File: src/rtl/leitor_operandos_rpn_pkg.sv
// Shared types and constants for the RPN operand-fetch controller.
package leitor_operandos_rpn_pkg;

  localparam int WIDTH_DEF = 8;
  localparam int DEPTH_DEF = 4;

  typedef enum logic [1:0] {
    IDLE      = 2'd0,
    READ_TOP  = 2'd1,
    READ_NEXT = 2'd2,
    PRESENT   = 2'd3
  } state_t;

  localparam logic [1:0] POP_N_NONE = 2'd0;
  localparam logic [1:0] POP_N_ONE  = 2'd1;
  localparam logic [1:0] POP_N_TWO  = 2'd2;

  // Number of stack entries an operation consumes.
  function automatic logic [1:0] need_of(input logic unary);
    return unary ? POP_N_ONE : POP_N_TWO;
  endfunction

endpackage

File: src/rtl/registrador_habilitado.sv
// WIDTH-bit register with load enable and synchronous clear (clear wins).
module registrador_habilitado #(
  parameter int WIDTH = 8
) (
  input  logic             clk_sys,
  input  logic             rst_n,
  input  logic             en,
  input  logic             clr,
  input  logic [WIDTH-1:0] d,
  output logic [WIDTH-1:0] q
);

  // Clear has priority over load; otherwise hold.
  always_ff @(posedge clk_sys or negedge rst_n) begin
    if (!rst_n)   q <= '0;
    else if (clr) q <= '0;
    else if (en)  q <= d;
  end

endmodule

File: src/rtl/leitor_operandos_rpn.sv
// Operand-fetch controller: reads top one/two stack entries, presents them
// to the ALU with valid/ready, and pops the stack on acceptance.
//
// state     | meaning
// ----------|--------------------------------------------------
// IDLE      | waiting for START; rejects with UNDERFLOW if short
// READ_TOP  | RD_ADDR = count-1; latch top entry (OP_B, or OP_A if unary)
// READ_NEXT | RD_ADDR = count-2; latch deeper entry into OP_A
// PRESENT   | VALID high; POP issued in the cycle READY is seen
module leitor_operandos_rpn
  import leitor_operandos_rpn_pkg::*;
#(
  parameter int WIDTH = WIDTH_DEF,
  parameter int DEPTH = DEPTH_DEF,
  parameter int PTR_W = 2
) (
  input  logic             CLOCK,
  input  logic             RESET,
  input  logic             START,
  input  logic             UNARY,
  input  logic [PTR_W:0]   COUNT,
  output logic [PTR_W-1:0] RD_ADDR,
  input  logic [WIDTH-1:0] RD_DATA,
  output logic [WIDTH-1:0] OP_A,
  output logic [WIDTH-1:0] OP_B,
  output logic             VALID,
  input  logic             READY,
  output logic             POP,
  output logic [1:0]       POP_N,
  output logic             BUSY,
  output logic             UNDERFLOW
);

  state_t           state_q, state_d;
  logic [PTR_W:0]   cnt_q, cnt_d;
  logic             un_q, un_d;
  logic [PTR_W-1:0] rd_addr_q, rd_addr_d;
  logic             underflow_q, underflow_d;
  logic             valid_q, busy_q;
  logic             ld_a, ld_b, clr_b;
  logic             pop;
  logic [PTR_W:0]   need_in;

  assign need_in = (PTR_W+1)'(need_of(UNARY));

  // State and registered outputs; RD_ADDR is set one edge ahead so it is
  // valid throughout the read state that uses it.
  always_ff @(posedge CLOCK or negedge RESET) begin
    if (!RESET) begin
      state_q     <= IDLE;
      cnt_q       <= '0;
      un_q        <= 1'b0;
      rd_addr_q   <= '0;
      underflow_q <= 1'b0;
      valid_q     <= 1'b0;
      busy_q      <= 1'b0;
    end else begin
      state_q     <= state_d;
      cnt_q       <= cnt_d;
      un_q        <= un_d;
      rd_addr_q   <= rd_addr_d;
      underflow_q <= underflow_d;
      valid_q     <= (state_d == PRESENT);
      busy_q      <= (state_d != IDLE);
    end
  end

  // Next-state, read address, operand load strobes and pop decision.
  always_comb begin
    state_d     = state_q;
    cnt_d       = cnt_q;
    un_d        = un_q;
    rd_addr_d   = '0;
    underflow_d = 1'b0;
    ld_a        = 1'b0;
    ld_b        = 1'b0;
    clr_b       = 1'b0;
    pop         = 1'b0;
    case (state_q)
      IDLE: begin
        if (START) begin
          cnt_d = COUNT;
          un_d  = UNARY;
          if (COUNT < need_in) begin
            underflow_d = 1'b1;
          end else begin
            state_d   = READ_TOP;
            rd_addr_d = PTR_W'(COUNT - (PTR_W+1)'(1));
          end
        end
      end
      READ_TOP: begin
        if (un_q) begin
          ld_a    = 1'b1;
          clr_b   = 1'b1;
          state_d = PRESENT;
        end else begin
          ld_b      = 1'b1;
          state_d   = READ_NEXT;
          rd_addr_d = PTR_W'(cnt_q - (PTR_W+1)'(2));
        end
      end
      READ_NEXT: begin
        ld_a    = 1'b1;
        state_d = PRESENT;
      end
      PRESENT: begin
        if (READY) begin
          pop     = 1'b1;
          state_d = IDLE;
        end
      end
      default: state_d = IDLE;
    endcase
  end

  registrador_habilitado #(.WIDTH(WIDTH)) u_reg_a (
    .clk_sys (CLOCK),
    .rst_n   (RESET),
    .en      (ld_a),
    .clr     (1'b0),
    .d       (RD_DATA),
    .q       (OP_A)
  );

  registrador_habilitado #(.WIDTH(WIDTH)) u_reg_b (
    .clk_sys (CLOCK),
    .rst_n   (RESET),
    .en      (ld_b),
    .clr     (clr_b),
    .d       (RD_DATA),
    .q       (OP_B)
  );

  assign RD_ADDR   = rd_addr_q;
  assign VALID     = valid_q;
  assign BUSY      = busy_q;
  assign UNDERFLOW = underflow_q;
  assign POP       = pop;
  assign POP_N     = pop ? need_of(un_q) : POP_N_NONE;

endmodule

File: config.mk
export PLATFORM = sky130hd
export DESIGN_NAME = leitor_operandos_rpn
export DESIGN_NICKNAME = d
export VERILOG_FILES = /design/src/rtl/leitor_operandos_rpn_pkg.sv /design/src/rtl/registrador_habilitado.sv /design/src/rtl/leitor_operandos_rpn.sv
export SDC_FILE = /design/constraint.sdc
export NUM_CORES = 1
export LEC_CHECK = 0
export BUFFER_PORTS_ARGS = -buffer_cell sky130_fd_sc_hd__buf_2
export CAP_MARGIN = 40
export CORE_UTILIZATION = 43
export DETAILED_ROUTE_END_ITERATION = 8
export MAX_ROUTING_LAYER = met4
export PLACE_DENSITY = 0.73
export SETUP_SLACK_MARGIN = 0.3
export SYNTH_ARGS = -nofsm -noshare
export SYNTH_HDL_FRONTEND = slang
export SYNTH_SLANG_ARGS = --single-unit
File: constraint.sdc
create_clock -name CLOCK -period 1.5 [get_ports CLOCK]
set_input_delay 0.15 -clock CLOCK [delete_from_list [all_inputs] [get_ports CLOCK]]
set_output_delay 0.15 -clock CLOCK [all_outputs]
set_load 0.05 [all_outputs]
==> out/qor.csv <==
metric;value;unit
gp_congestion;0.782;
worstSetupEndpointType;primary output;
hold_depth;3;
r2r_start;state_q[1];
fill_cells;175;
yosysWarnings;0;
netlist_area;1130;um^2
yosysTopAreaCell;dfrtp_1;
final_common_cell;buf_2;
clk_latency;0.33;ns
num_antenna_cells;0;
reg2reg_depth;6;
io_buffers;39;
critical_path_arrival;1.44;ns
min_from;RD_DATA[3];
dp_worst_setup_slack;-0.00416;ns
pin_count;40;
antenna_found_initial;0;
grt_pass1_wl;4.18;mm
initial_utilization;0.456;
drtIter0Drc;2;
synth_seq_cells;26;
synth.area.top_cells;dfrtp_1 (58%), mux2_2 (11%), ha_1 (6.6%);
violations;negative setup slack;
syn_inst;96;
wl_per_cell;15.8;um
yosys.area.top_type_share;0.576;
worst_slack;-0.0899;ns
drc;0;
ys_seq_area_frac;0.576;
grt_max_degree;27;
firstDrtPassIters;4;
yosysUniqueCellTypes;23;
r2r-end;BUSY;
max_freq;629;MHz
die_area;2840;um^2
routed_via_density;5.11;
most-common-layout-cells;buf_2 (36), dfrtp_1 (24), inv_1 (10), mux2_4 (10), nand3_2 (9);
outcome;finished with violations;
synth_nets;118;
worstPathMaxFanout;3;
totalWireLength;2.83;mm
required;1.35;ns
place_hpwl;1.59;mm
dieHeight;53.3;um
cts_tree;built;
grt_pass1_vias;905;
whs_endpoint;u_reg_b.q[3];
cts_root_buffer;clkbuf_4;
setup_viol;10;
numCtsBuffers;3;
design.core.area;2480;um^2
nets;173;
slew_headroom;0.623;
fin_util;0.719;
placementRows;18;
tightestPinTransition;0.565;ns
rsz0062_at_grt;yes;
critical_path_class;flop to primary output;
fin_crit;1.59;ns
min_path_type;primary input to flop;
htreeDepth;1;
maxCapViolations;0;
clockBufferDepth;2;
cts_sinks;26;
maxSlewViolCount;0;
layout-drive-gt1-share;0.678;
fin_crit_sh;1.06;
syn_to_final_growth;57.6;%
grt_overflow_total;0;
path_clk_slew;0.14;ns
grt_use_total;0.215;
holdWs;0.0523;ns
hold_violations;0;
worst_setup_path_start_kind;flop;
rrSetupSlack;-0.07;ns
vias;914;
fin_skew;0.00167;ns
die_w;53.3;um
syn_area_per_cell;11.8;um^2
critPathLaunch;state_q[1];
ant_nets;0;
stage by stage:
step	instance area, um^2	TNS [ns]	cells
after floorplan	1170	0	96
after global placement	1400	0	165
after detailed placement	1400	-0.00960	165
after CTS	1690	-0.455	175
after global routing	1780	-1.15	179
final	1780	-0.467	179
layer usage:
layer,global-route usage,routed length (um),vias to the layer above
met1,0.249,1190,447
met3,0.0374,160,5
met2,0.375,1430,30
met5,-,0,-
li1,-,-,432
met4,0.0658,45,0
sequential cells by signal, summed over array words and instances, names as in the netlist:
name	flops
BUSY	1
cnt_q	2
un_q	1
state_q	2
UNDERFLOW	1
RD_ADDR	2
u_reg_b.q	8
VALID	1
u_reg_a.q	8
cell usage after synthesis:
cell,count
or3b_1,1
mux2_2,11
o21ai_0,8
nand2_1,2
and3_2,1
nand3_1,8
and2_1,1
a21oi_1,2
nand3_2,1
inv_1,12
nor2b_1,1
clkbuf_1,1
nor2_1,2
ha_1,6
and3_1,1
dfrtp_1,26
buf_2,1
a211o_1,1
o22ai_1,4
and2_2,1
or2b_1,1
xor2_1,1
nand2b_1,3
critical path: stages, from the launching register on:
cell	delay [ns]
dfrtp_2	0.47
ha_4	0.19
and2_4	0.16
nor2b_4	0.13
buf_6	0.15
timing repair:
item / in CTS / in global routing
buffers inserted: 6 / 4
hold buffers: 1 / 0
endpoints found under the setup margin: 28 / 28
hold endpoints to repair: 26 / 0
pin swaps: 5 / 9
gates resized for setup: 45 / 23
kinds of logic after synthesis:
kind of cell,count (synthesis),synth area share
flip-flops,26,0.576
adder cells (fa/ha/maj),6,0.0664
AO/OA/AOI/OAI,15,0.0742
multiplexers,11,0.110
AND/OR/NAND/NOR,23,0.119
XOR/XNOR,1,0.00775
buffers and inverters,14,0.0476
worst max-delay path by stage:
stage                   endpoint  cells after the start
floorplan           u_reg_a.q[0]                      5
global placement    u_reg_a.q[7]                      5
detailed placement  u_reg_a.q[6]                      5
CTS                     POP_N[1]                      4
global route            POP_N[1]                      4
finish                  POP_N[1]                      4
cell type report:
cell class | count | area (um^2) | share of cell area
Multi-Input combinational cell | 56 | 672 | 0.377
Sequential cell | 26 | 653 | 0.367
Timing Repair Buffer | 52 | 348 | 0.195
Inverter | 12 | 47.5 | 0.0267
Tap cell | 30 | 37.5 | 0.0211
Clock buffer | 3 | 22.5 | 0.0126
Power is left out: the tool's default activity adds up to more than one toggle a clock period on the data nets, which glitch-free logic cannot reach.
